### src/rtl/seq_match_pkg.sv
// Shared types and default sizes for the programmable serial-pattern match controller.
package seq_match_pkg;
    localparam int MAX_LEN_DEF = 8;
    localparam int CNT_W_DEF   = 8;

    typedef enum logic [1:0] {
        IDLE  = 2'd0,
        ARMED = 2'd1,
        DONE  = 2'd2
    } state_e;
endpackage

### src/rtl/seq_match_core.sv
// History shift register, fill tracking and masked pattern compare; hit is combinational
// on the bit being presented this cycle.
module seq_match_core
    import seq_match_pkg::*;
#(
    parameter int MAX_LEN = MAX_LEN_DEF,
    localparam int LEN_W  = $clog2(MAX_LEN + 1)
) (
    input  logic               clk,
    input  logic               reset,
    input  logic               clear,
    input  logic               enable,
    input  logic               in,
    input  logic               in_valid,
    input  logic [MAX_LEN-1:0] pattern,
    input  logic [LEN_W-1:0]   len,
    input  logic               overlap,
    output logic               hit
);
    logic [MAX_LEN-2:0] hist_q;
    logic [LEN_W-1:0]   fill_q;
    logic [LEN_W-1:0]   fill_d;
    logic [MAX_LEN-1:0] window;
    logic [MAX_LEN-1:0] mask;

    // Newest bit sits at position 0, matching the pattern's last-received bit.
    assign window = {hist_q, in};
    assign mask   = ~({MAX_LEN{1'b1}} << len);
    assign hit    = enable && in_valid && (fill_q >= (len - LEN_W'(1)))
                    && ((window & mask) == (pattern & mask));

    always_comb begin
        fill_d = fill_q;
        if (hit && !overlap) begin
            fill_d = '0;
        end else if (fill_q < len) begin
            fill_d = fill_q + LEN_W'(1);
        end
    end

    always_ff @(posedge clk) begin
        if (reset || clear) begin
            hist_q <= '0;
            fill_q <= '0;
        end else if (enable && in_valid) begin
            hist_q <= window[MAX_LEN-2:0];
            fill_q <= fill_d;
        end
    end
endmodule

### src/rtl/seq_match_ctrl.sv
// Arms, runs and terminates a programmable serial-pattern detector; counts matches
// toward a target (or free-runs) and reports busy/done/err status.
module seq_match_ctrl
    import seq_match_pkg::*;
#(
    parameter int MAX_LEN = MAX_LEN_DEF,
    parameter int CNT_W   = CNT_W_DEF,
    localparam int LEN_W  = $clog2(MAX_LEN + 1)
) (
    input  logic               clk,
    input  logic               reset,
    input  logic               in,
    input  logic               in_valid,
    input  logic [MAX_LEN-1:0] cfg_pattern,
    input  logic [LEN_W-1:0]   cfg_len,
    input  logic               cfg_overlap,
    input  logic [CNT_W-1:0]   cfg_target,
    input  logic               start,
    input  logic               abort,
    output logic               busy,
    output logic               match,
    output logic [CNT_W-1:0]   match_count,
    output logic               done,
    output logic               err
);
    state_e             state_q;
    logic [MAX_LEN-1:0] pat_q;
    logic [LEN_W-1:0]   len_q;
    logic               ovl_q;
    logic [CNT_W-1:0]   tgt_q;
    logic [CNT_W-1:0]   cnt_q;
    logic [CNT_W-1:0]   cnt_d;
    logic               busy_q;
    logic               match_q;
    logic               done_q;
    logic               err_q;
    logic               len_ok;
    logic               start_ok;
    logic               hit;

    assign len_ok   = (int'(cfg_len) >= 2) && (int'(cfg_len) <= MAX_LEN);
    assign start_ok = start && !abort && len_ok && (state_q != ARMED);
    // Saturating increment; only reachable in free-run since a nonzero target stops first.
    assign cnt_d    = (cnt_q == '1) ? cnt_q : cnt_q + CNT_W'(1);

    seq_match_core #(.MAX_LEN(MAX_LEN)) u_core (
        .clk      (clk),
        .reset    (reset),
        .clear    (start_ok),
        .enable   (state_q == ARMED),
        .in       (in),
        .in_valid (in_valid),
        .pattern  (pat_q),
        .len      (len_q),
        .overlap  (ovl_q),
        .hit      (hit)
    );

    always_ff @(posedge clk) begin
        if (reset) begin
            state_q <= IDLE;
            pat_q   <= '0;
            len_q   <= '0;
            ovl_q   <= 1'b0;
            tgt_q   <= '0;
            cnt_q   <= '0;
            busy_q  <= 1'b0;
            match_q <= 1'b0;
            done_q  <= 1'b0;
            err_q   <= 1'b0;
        end else begin
            match_q <= 1'b0;
            err_q   <= 1'b0;
            case (state_q)
                ARMED: begin
                    // Abort takes priority and discards any hit presented this cycle.
                    if (abort) begin
                        state_q <= IDLE;
                        busy_q  <= 1'b0;
                    end else if (hit) begin
                        match_q <= 1'b1;
                        cnt_q   <= cnt_d;
                        if ((tgt_q != '0) && (cnt_d == tgt_q)) begin
                            state_q <= DONE;
                            busy_q  <= 1'b0;
                            done_q  <= 1'b1;
                        end
                    end
                end
                default: begin
                    if (abort) begin
                        state_q <= IDLE;
                        done_q  <= 1'b0;
                    end else if (start_ok) begin
                        pat_q   <= cfg_pattern;
                        len_q   <= cfg_len;
                        ovl_q   <= cfg_overlap;
                        tgt_q   <= cfg_target;
                        cnt_q   <= '0;
                        state_q <= ARMED;
                        busy_q  <= 1'b1;
                        done_q  <= 1'b0;
                    end else if (start) begin
                        err_q <= 1'b1;
                    end
                end
            endcase
        end
    end

    assign busy        = busy_q;
    assign match       = match_q;
    assign match_count = cnt_q;
    assign done        = done_q;
    assign err         = err_q;
endmodule
### config.mk
export PLATFORM = sky130hd
export DESIGN_NAME = seq_match_ctrl
export DESIGN_NICKNAME = d
export VERILOG_FILES = /design/src/rtl/seq_match_pkg.sv /design/src/rtl/seq_match_core.sv /design/src/rtl/seq_match_ctrl.sv
export SDC_FILE = /design/constraint.sdc
export NUM_CORES = 1
export LEC_CHECK = 0
export CAP_MARGIN = 20
export CORE_MARGIN = 2
export CORE_UTILIZATION = 54
export CTS_BUF_LIST = sky130_fd_sc_hd__clkbuf_16
export CTS_CLUSTER_SIZE = 30
export DETAILED_ROUTE_END_ITERATION = 8
export PLACE_DENSITY = 0.8
export SETUP_SLACK_MARGIN = 0.02
export SKIP_LAST_GASP = 1
export SYNTH_ARGS = -nofsm -noshare
export SYNTH_HDL_FRONTEND = slang
export SYNTH_SLANG_ARGS = --single-unit
### constraint.sdc
create_clock -name clk -period 3.3 [get_ports clk]
set_input_delay 0.33 -clock clk [delete_from_list [all_inputs] [get_ports clk]]
set_output_delay 0.33 -clock clk [all_outputs]
set_load 0.005 [all_outputs]
==> Implementation_results.wiki, run 1 <==
{| class="wikitable"
! Metric !! Value
|-
| RR Endpoint || match_count[5]
|-
| Post-DRT Antenna Nets || 0
|-
| Fraction of synthesized area in multiplexers || around 2.3%
|-
| Filler cell count in the final layout || 380
|-
| Worst max-slew margin expressed relative to the limit || between 40% and 50%
|-
| Flip-flop cell with the highest count after synthesis || sky130_fd_sc_hd__dfxtp_1
|-
| Detailed router's first-iteration violation count || between 200 and 250
|-
| CTS Hold Buffers Added || 0
|-
| Pre-Repair DR Iteration Count || 4
|-
| Final Cycle Share || 79.8%
|-
| Count of cells along the worst hold path || 2
|-
| Final Hold Viols || 0
|-
| Antenna violations before repair || 0
|-
| Crit Path Class || register to register
|-
| Placeable core region || between 0.004 and 0.005 mm2
|-
| Min-delay src || u_core.hist_q[6]
|-
| Adder and majority cell fraction of the synthesized area || roughly 6.8%
|-
| Clock Skews || approximately 0.0055 ns
|-
| Worst vdd rail ir drop || approximately 0.00028 V
|-
| RSZ-0062 raised after global routing || no
|-
| Detailed-route wire length || just over 6 mm
|-
| Num CTS Buffers || 5
|-
| Overall Global Routing Usage || between 20% and 30%
|-
| Simple-gate portion of the synthesized area || a little under a quarter
|-
| DIE AREA || 0.00536 mm2
|-
| CTS H-tree depth || 2
|-
| Worst hold path endpoint || u_core.hist_q[6]
|-
| Number of distinct library cells after synthesis || 46
|-
| Die X || about 73 um
|-
| Total Power Consumption || between 1000 and 1500 uW
|-
| Biggest fanout along the worst timing path || 10
|-
| Critical path launch point type || register
|-
| CTS tree || yes
|-
| Input/output buffers || 38
|-
| Arrival time of the worst setup path || between 2 and 3 ns
|-
| Number of cells on the worst reg-to-reg path || 10
|-
| Beginning of the worst register-to-register path || len_q[0]
|-
| CTS max path bufs || 2
|-
| Hold Path Class || register to register
|-
| Diode insertion count for antenna repair || 0
|-
| Post-CTS resize count || 0
|-
| Number of enable-type register cells in the synthesized netlist || 0
|-
| Setup TNS || 0 ns
|-
| Syn-to-layout area delta || 20.9%
|-
| Share of cells above drive strength 1 || under 10%
|-
| Warnings from Yosys || 0
|-
| Largest net degree at the start of global routing || 33
|-
| Number of clock sinks || between 40 and 50
|-
| Num ports || 39
|-
| Vias per cell || roughly 5.8
|-
| Root buffer selected by CTS || sky130_fd_sc_hd__clkbuf_16
|-
| Post-synth net total || ~370
|-
| Register area share after synthesis || a little over a third
|-
| Total number of placement rows || 25
|-
| Final Slew Violations || 0
|-
| Clock-pin transition on the worst setup and hold timing paths || 0.06 ns
|-
| Number of instances in the synthesized netlist || roughly 330
|-
| Die Span Y || approximately 73 um
|-
| Number of setup buffers added after CTS || 0
|-
| Final setup violation count || 0
|-
| Area used by sequential logic in the layout || 921 um2
|-
| Max capacitance violation total || 0
|-
| Dominant combinational cell family by area after synthesis || simple AND/OR/NAND/NOR gates
|-
| Gp weighted congestion || 0.910
|-
| Total number of vias || ~2400
|-
| Register-to-Register Setup Slack || ~0.67 ns
|-
| Number of nets at the end of the flow || around 400
|-
| Capturing element type of the critical path || register
|-
| Vias in the first global route || 2035
|-
| Per-instance average area after synthesis || just under 8 um2
|-
| Residual DRC || 0
|-
| Run status || finished clean
|-
| Power density of the placed cells || between 300 and 400 mW/mm2
|-
| Post-synthesis compound-gate area fraction || between 20% and 30%
|-
| Fraction of synthesized cell area in xor and xnor cells || approximately 5.4%
|-
| Tightest Pin Transition || ~0.77 ns
|-
| Data required time of the critical path || 3.51 ns
|-
| LEAKAGE || between 0.001 and 0.0015 uW
|-
| Wire length of the first global-routing pass || between 9 and 10 mm
|-
| Post-synthesis cell area || ~0.0026 mm2
|-
| Seq cells post-synth || 46
|-
| Post-detailed-route wirelength per cell || 14.7 um
|-
| Post-detailed-placement half-perimeter wirelength || around 4.4 mm
|-
| Share of synthesized registers carrying an async set or reset || 0%
|-
| GRT Residual Overflow || 0
|-
| Worst-skew pair later-pin latency || 0.29 ns
|-
| Time the final worst path needs with I/O delays and setup || 2.63 ns
|-
| Peak Freq || 380 MHz
|-
| Starting density of the core || 55.5%
|-
| Area occupied by multi-input gates || roughly 0.0015 mm2
|}
layer usage:
layer	up-vias	share of wire, %	track usage (%)
met5	-	0	0
li1	1233	-	-
met1	1081	50	35.9
met3	4	5.9	4.83
met2	64	44	34.4
met4	0	0.71	5.76
registers in the layout, summed over array words and instances, names as in the netlist:
signal / flops
done: 1
match_count: 8
ovl_q: 1
pat_q: 8
len_q: 4
err: 1
tgt_q: 8
match: 1
state_q: 2
u_core.hist_q: 7
busy: 1
u_core.fill_q: 4
where the power goes:
part / internal (uW) / switching (uW) / leakage (uW) / total (uW)
registers: 565 / 10.8 / 0.000372 / 576
clock network: 276 / 209 / 0.0000619 / 486
logic: 58.4 / 55.6 / 0.000689 / 114
layout make-up:
| cell class | count | area share (%) |
|---|---|---|
| clock buffer | 5 | 4.00 |
| clock inverter | 2 | 0.480 |
| inverter | 12 | 1.44 |
| multi-input combinational | 251 | 49.4 |
| sequential | 46 | 29.4 |
| tap | 54 | 2.16 |
| timing repair buffer | 42 | 13.1 |
worst max-delay path, cell delays in order, from the launching register on:
cell	delay (ns)
sky130_fd_sc_hd__dfxtp_1	0.40
sky130_fd_sc_hd__inv_1	0.08
sky130_fd_sc_hd__ha_1	0.21
sky130_fd_sc_hd__ha_1	0.28
sky130_fd_sc_hd__ha_1	0.27
sky130_fd_sc_hd__o21a_1	0.10
sky130_fd_sc_hd__nor2_1	0.05
sky130_fd_sc_hd__nor4_4	0.37
sky130_fd_sc_hd__o211ai_4	0.19
sky130_fd_sc_hd__or4_1	0.43
sky130_fd_sc_hd__a31oi_1	0.16
synth_stat cells (4+ instances only):
library cell / instances / area share (%)
sky130_fd_sc_hd__nor3_1: 9 / 1.7
sky130_fd_sc_hd__a211oi_1: 6 / 1.7
sky130_fd_sc_hd__inv_1: 12 / 1.7
sky130_fd_sc_hd__ha_1: 14 / 6.8
sky130_fd_sc_hd__dfxtp_1: 46 / 36
sky130_fd_sc_hd__clkbuf_1: 8 / 1.2
sky130_fd_sc_hd__buf_2: 9 / 1.7
sky130_fd_sc_hd__xnor2_1: 12 / 4.1
sky130_fd_sc_hd__mux2i_1: 6 / 2.3
sky130_fd_sc_hd__xor2_1: 4 / 1.4
sky130_fd_sc_hd__nand2_1: 58 / 8.4
sky130_fd_sc_hd__o211ai_1: 6 / 1.7
sky130_fd_sc_hd__nor4_1: 4 / 0.97
sky130_fd_sc_hd__a21oi_1: 40 / 7.7
sky130_fd_sc_hd__nand2b_1: 5 / 1.2
sky130_fd_sc_hd__nor2_1: 20 / 2.9
sky130_fd_sc_hd__o21ai_0: 6 / 1.2
sky130_fd_sc_hd__nand3_1: 13 / 2.5
stage by stage:
stage / hold slack [ns] / instances / instance area (um2) / util [%] / setup WS (ns)
final: 0.470 / 412 / 3130 / 67.1 / 0.667
after global routing: 0.494 / 412 / 3130 / 67.1 / 0.470
after CTS: 0.474 / 412 / 3130 / 67.1 / 0.672
after detailed placement: 0.465 / 405 / 2990 / 64.1 / 0.679
after global placement: 0.456 / 405 / 2990 / 64.1 / 0.758
after floorplan: 0.436 / 327 / 2590 / - / 0.844
cell families after synthesis:
family,after synthesis
flip-flops,46
adder cells (fa/ha/maj),14
buffers and inverters,30
multiplexers,6
AO/OA/AOI/OAI,86
XOR/XNOR,16
AND/OR/NAND/NOR,129
worst max-delay path by stage:
stage	start	endpoint	slack, ns	depth (start not counted)
3_3_place_gp	len_q[1]	match_count[0]	0.76	9
5_1_grt	len_q[0]	u_core.fill_q[0]	0.47	10
4_1_cts	len_q[0]	match_count[0]	0.67	9
2_1_floorplan	len_q[0]	match_count[5]	0.84	10
3_5_place_dp	len_q[0]	u_core.fill_q[2]	0.68	10
6_report	len_q[0]	match_count[5]	0.67	10
cell usage in the layout, fill, tap and decap left out, types with 9 or more instances in the layout:
master / Yosys / routed
sky130_fd_sc_hd__a21oi_1: 40 / 40
sky130_fd_sc_hd__clkdlybuf4s50_1: 0 / 38
sky130_fd_sc_hd__dfxtp_1: 46 / 46
sky130_fd_sc_hd__ha_1: 14 / 14
sky130_fd_sc_hd__inv_1: 12 / 12
sky130_fd_sc_hd__nand2_1: 58 / 58
sky130_fd_sc_hd__nand3_1: 13 / 13
sky130_fd_sc_hd__nor2_1: 20 / 20
sky130_fd_sc_hd__nor3_1: 9 / 9
sky130_fd_sc_hd__xnor2_1: 12 / 12
(Power assumes the default switching activity.)
==> inputs of run 2 (changes only) <==
Clock period 3.3 ns to 2.6 ns, I/O delays scaled along.
==> run 2 against run 1 <==
  * Global-route usage increased by 1.6 points
  * Register-to-register slack worse by 0.54 ns
  * Non-clock buffer count is 14 higher
  * Sequential share of layout area fell by 1.5 points
  * Clock power up 49%
  * Clock-buffer cell count is the same
  * Via count rose by 6.8%
  * First-iteration DRC count decreased by 20%
  * Critical path depth is the same
  * Total power increased by 37%
  * Sequential power grew 27%
  * Worst setup slack got worse by 0.54 ns
==> Implementation_results.wiki, run 2 (same netlist as run 1, synthesis figures left out) <==
{| class="wikitable"
! Metric !! Value
|-
| Total number of placement rows || 25 (unchanged)
|-
| Num CTS Buffers || 5 (unchanged)
|-
| Final Cycle Share || 95.2% (was 79.8%)
|-
| Category of cells accounting for the largest share of critical-path delay || simple AND/OR/NAND/NOR gates (unchanged)
|-
| Antenna violations before repair || 0 (unchanged)
|-
| Post-route worst hold slack || 0.470 ns (about the same)
|-
| Placeable core region || 0.00466 mm2 (unchanged)
|-
| Detailed-route wire length || 6.53 mm (was 6.04 mm)
|-
| Maximum single-stage delay on the critical path || 0.48 ns (was 0.43 ns)
|-
| Die Span Y || 73.2 um (unchanged)
|-
| Worst slack after detailed placement || 0.0397 ns (was 0.679 ns)
|-
| Clock network fraction of design power || 44.8% (was 41.3%)
|-
| Cells along the critical path || inv_2 -> ha_4 -> ha_4 -> ha_4 -> o21a_1 -> nor2_1 -> nor4_4 -> o21ai_1 -> nor4_1 -> nor3_1 (was inv_1 -> ha_1 -> ha_1 -> ha_1 -> o21a_1 -> nor2_1 -> nor4_4 -> o211ai_4 -> or4_1 -> a31oi_1)
|-
| Worst vdd rail ir drop || 0.000324 V (was 0.000275 V)
|-
| Gp weighted congestion || 0.917 (was 0.910)
|-
| LEAKAGE || 0.00120 uW (was 0.00112 uW)
|-
| Final Hold Viols || 0 (unchanged)
|-
| Input/output buffers || 38 (unchanged)
|-
| Power density of the placed cells || 488 mW/mm2 (was 376 mW/mm2)
|-
| Wire length of the first global-routing pass || 10.6 mm (was 9.85 mm)
|-
| Worst max-slew margin expressed relative to the limit || 49.6% (was 47.6%)
|-
| Run status || finished clean (unchanged)
|-
| Arrival time of the worst setup path || 2.63 ns (was 2.85 ns)
|-
| Number of nets at the end of the flow || 413 (was 399)
|-
| Most common cell after layout, fill and taps aside || sky130_fd_sc_hd__nand2_1 (unchanged)
|-
| Sequential cell fraction of total power || 45.2% (was 49.0%)
|-
| Critical path launch point type || register (unchanged)
|-
| Syn-to-layout area delta || 28.0% (was 20.9%)
|-
| Crit path buffers/inverters || 1 (unchanged)
|-
| Top layer in use || met4 (unchanged)
|-
| Vias per cell || 5.96 (was 5.78)
|-
| Pre-Repair DR Iteration Count || 4 (unchanged)
|-
| Post-route cell area || 0.00331 mm2 (was 0.00313 mm2)
|-
| Total number of vias || 2545 (was 2382)
|-
| Worst-skew pair later-pin latency || 0.29 ns (about the same)
|-
| Setup TNS || 0 ns (unchanged)
|-
| Post-Place Cell Area || 0.00307 mm2 (was 0.00299 mm2)
|-
| CTS H-tree depth || 2 (unchanged)
|-
| Final Slew Violations || 0 (unchanged)
|-
| DIE AREA || 0.00536 mm2 (unchanged)
|-
| Root buffer selected by CTS || sky130_fd_sc_hd__clkbuf_16 (unchanged)
|-
| Die X || 73.2 um (unchanged)
|-
| Clock Skews || 0.00614 ns (was 0.00554 ns)
|-
| Vias in the first global route || 2314 (was 2035)
|-
| Num ports || 39 (unchanged)
|-
| RSZ-0062 raised after global routing || yes (was no)
|-
| Share of cells above drive strength 1 || 10.5% (was 4.47%)
|-
| Total Power Consumption || 1620 uW (was 1180 uW)
|-
| Switching share of total power || 22.5% (was 23.5%)
|-
| CTS tree || yes (unchanged)
|-
| Top library cells by usage in the layout, fill and taps aside || sky130_fd_sc_hd__nand2_1 (58), sky130_fd_sc_hd__dfxtp_1 (43), sky130_fd_sc_hd__a21oi_1 (40), sky130_fd_sc_hd__clkdlybuf4s50_1 (38), sky130_fd_sc_hd__nor2_1 (20) (was sky130_fd_sc_hd__nand2_1 (58), sky130_fd_sc_hd__dfxtp_1 (46), sky130_fd_sc_hd__a21oi_1 (40), sky130_fd_sc_hd__clkdlybuf4s50_1 (38), sky130_fd_sc_hd__nor2_1 (20))
|-
| Starting density of the core || 55.5% (unchanged)
|-
| Final Worst Setup Slack || 0.124 ns (was 0.667 ns)
|-
| Final setup violation count || 0 (unchanged)
|-
| Biggest fanout along the worst timing path || 3 (was 10)
|-
| Tightest Pin Transition || 0.737 ns (was 0.767 ns)
|-
| Data required time of the critical path || 2.75 ns (was 3.51 ns)
|-
| CTS max path bufs || 2 (unchanged)
|-
| Switching component of the power || 364 uW (was 276 uW)
|-
| Clock-pin transition on the worst setup and hold timing paths || 0.07 ns (was 0.06 ns)
|-
| GRT Residual Overflow || 0 (unchanged)
|-
| Number of clock sinks || 46 (unchanged)
|-
| Overall Global Routing Usage || 25.3% (was 23.8%)
|-
| Largest net degree at the start of global routing || 26 (was 33)
|-
| Time the final worst path needs with I/O delays and setup || 2.48 ns (was 2.63 ns)
|-
| Diode insertion count for antenna repair || 0 (unchanged)
|-
| Peak Freq || 404 MHz (was 380 MHz)
|-
| Metal-1 WL || 3.08 mm (was 2.99 mm)
|-
| Met2 routed wirelength || 2.92 mm (was 2.65 mm)
|-
| Post-detailed-route wirelength per cell || 15.3 um (was 14.7 um)
|-
| Capturing element type of the critical path || register (unchanged)
|-
| Post-detailed-placement half-perimeter wirelength || 4.61 mm (was 4.42 mm)
|-
| Post-DRT Antenna Nets || 0 (unchanged)
|-
| Slowest cell on crit path || sky130_fd_sc_hd__nor4_1 (was sky130_fd_sc_hd__or4_1)
|-
| Hold Path Class || register to register (unchanged)
|-
| Routed met3 length || 463 um (was 355 um)
|-
| Detailed router's first-iteration violation count || 176 (was 221)
|-
| Max capacitance violation total || 0 (unchanged)
|-
| Cell internal pwr || 1250 uW (was 899 uW)
|-
| Crit Path Class || register to register (unchanged)
|-
| Part of the power in combinational logic || 10.1% (was 9.7%)
|-
| Crit-path most repeated cell || sky130_fd_sc_hd__ha_4 (was sky130_fd_sc_hd__ha_1)
|-
| Residual DRC || 0 (unchanged)
|}
[run 2: repair_timing]
action                                  4_1_cts  5_1_grt
buffers inserted                              0        3
resized for setup                             0       11
hold endpoints to repair                      0        0
hold buffers                                  0        0
pin swaps                                     1        5
endpoints found under the setup margin        1       14
[run 2: worst paths after layout]
check	startpoint	endpoint	slack [ns]	cells after the start
hold / removal	pat_q[2]	pat_q[2]	0.47	2
setup reg to reg	len_q[0]	busy	0.12	10
hold reg to reg	pat_q[2]	pat_q[2]	0.47	2
setup / recovery	len_q[0]	busy	0.12	10
[run 2: cell type report]
cell class / count / area, um2
Multi-Input combinational cell: 251 / 1590
Fill cell: 367 / 1350
Sequential cell: 46 / 925
Timing Repair Buffer: 56 / 515
Clock buffer: 5 / 125
Tap cell: 54 / 67.6
Inverter: 12 / 45.0
Clock inverter: 3 / 41.3
[run 2: tightest hold or removal path, cell delays in order (launching register included)]
cell and delay, ns:
sky130_fd_sc_hd__dfxtp_1 0.32, sky130_fd_sc_hd__nand2_1 0.05, sky130_fd_sc_hd__a21oi_1 0.05
[run 2: layer usage]
layer,track usage (%),up-vias
li1,-,1251
met1,35.2,1193
met2,39.4,92
met3,4.83,9
met4,8.23,0
met5,0,-
[run 2: power by group through the flow]
stage	combinational, uW	clock, uW	sequential (uW)
final	163	723	729
after global routing	178	753	730
after CTS	153	732	728
after detailed placement	151	0	744
after global placement	149	0	743
after floorplan	77.5	0	741
[run 2: stage by stage]
step / util [%] / std cells
3_5_place_dp: 65.9 / 416
6_report: 71.1 / 427
5_1_grt: 71.1 / 427
2_1_floorplan: - / 327
4_1_cts: 69.4 / 424
3_3_place_gp: 65.9 / 416
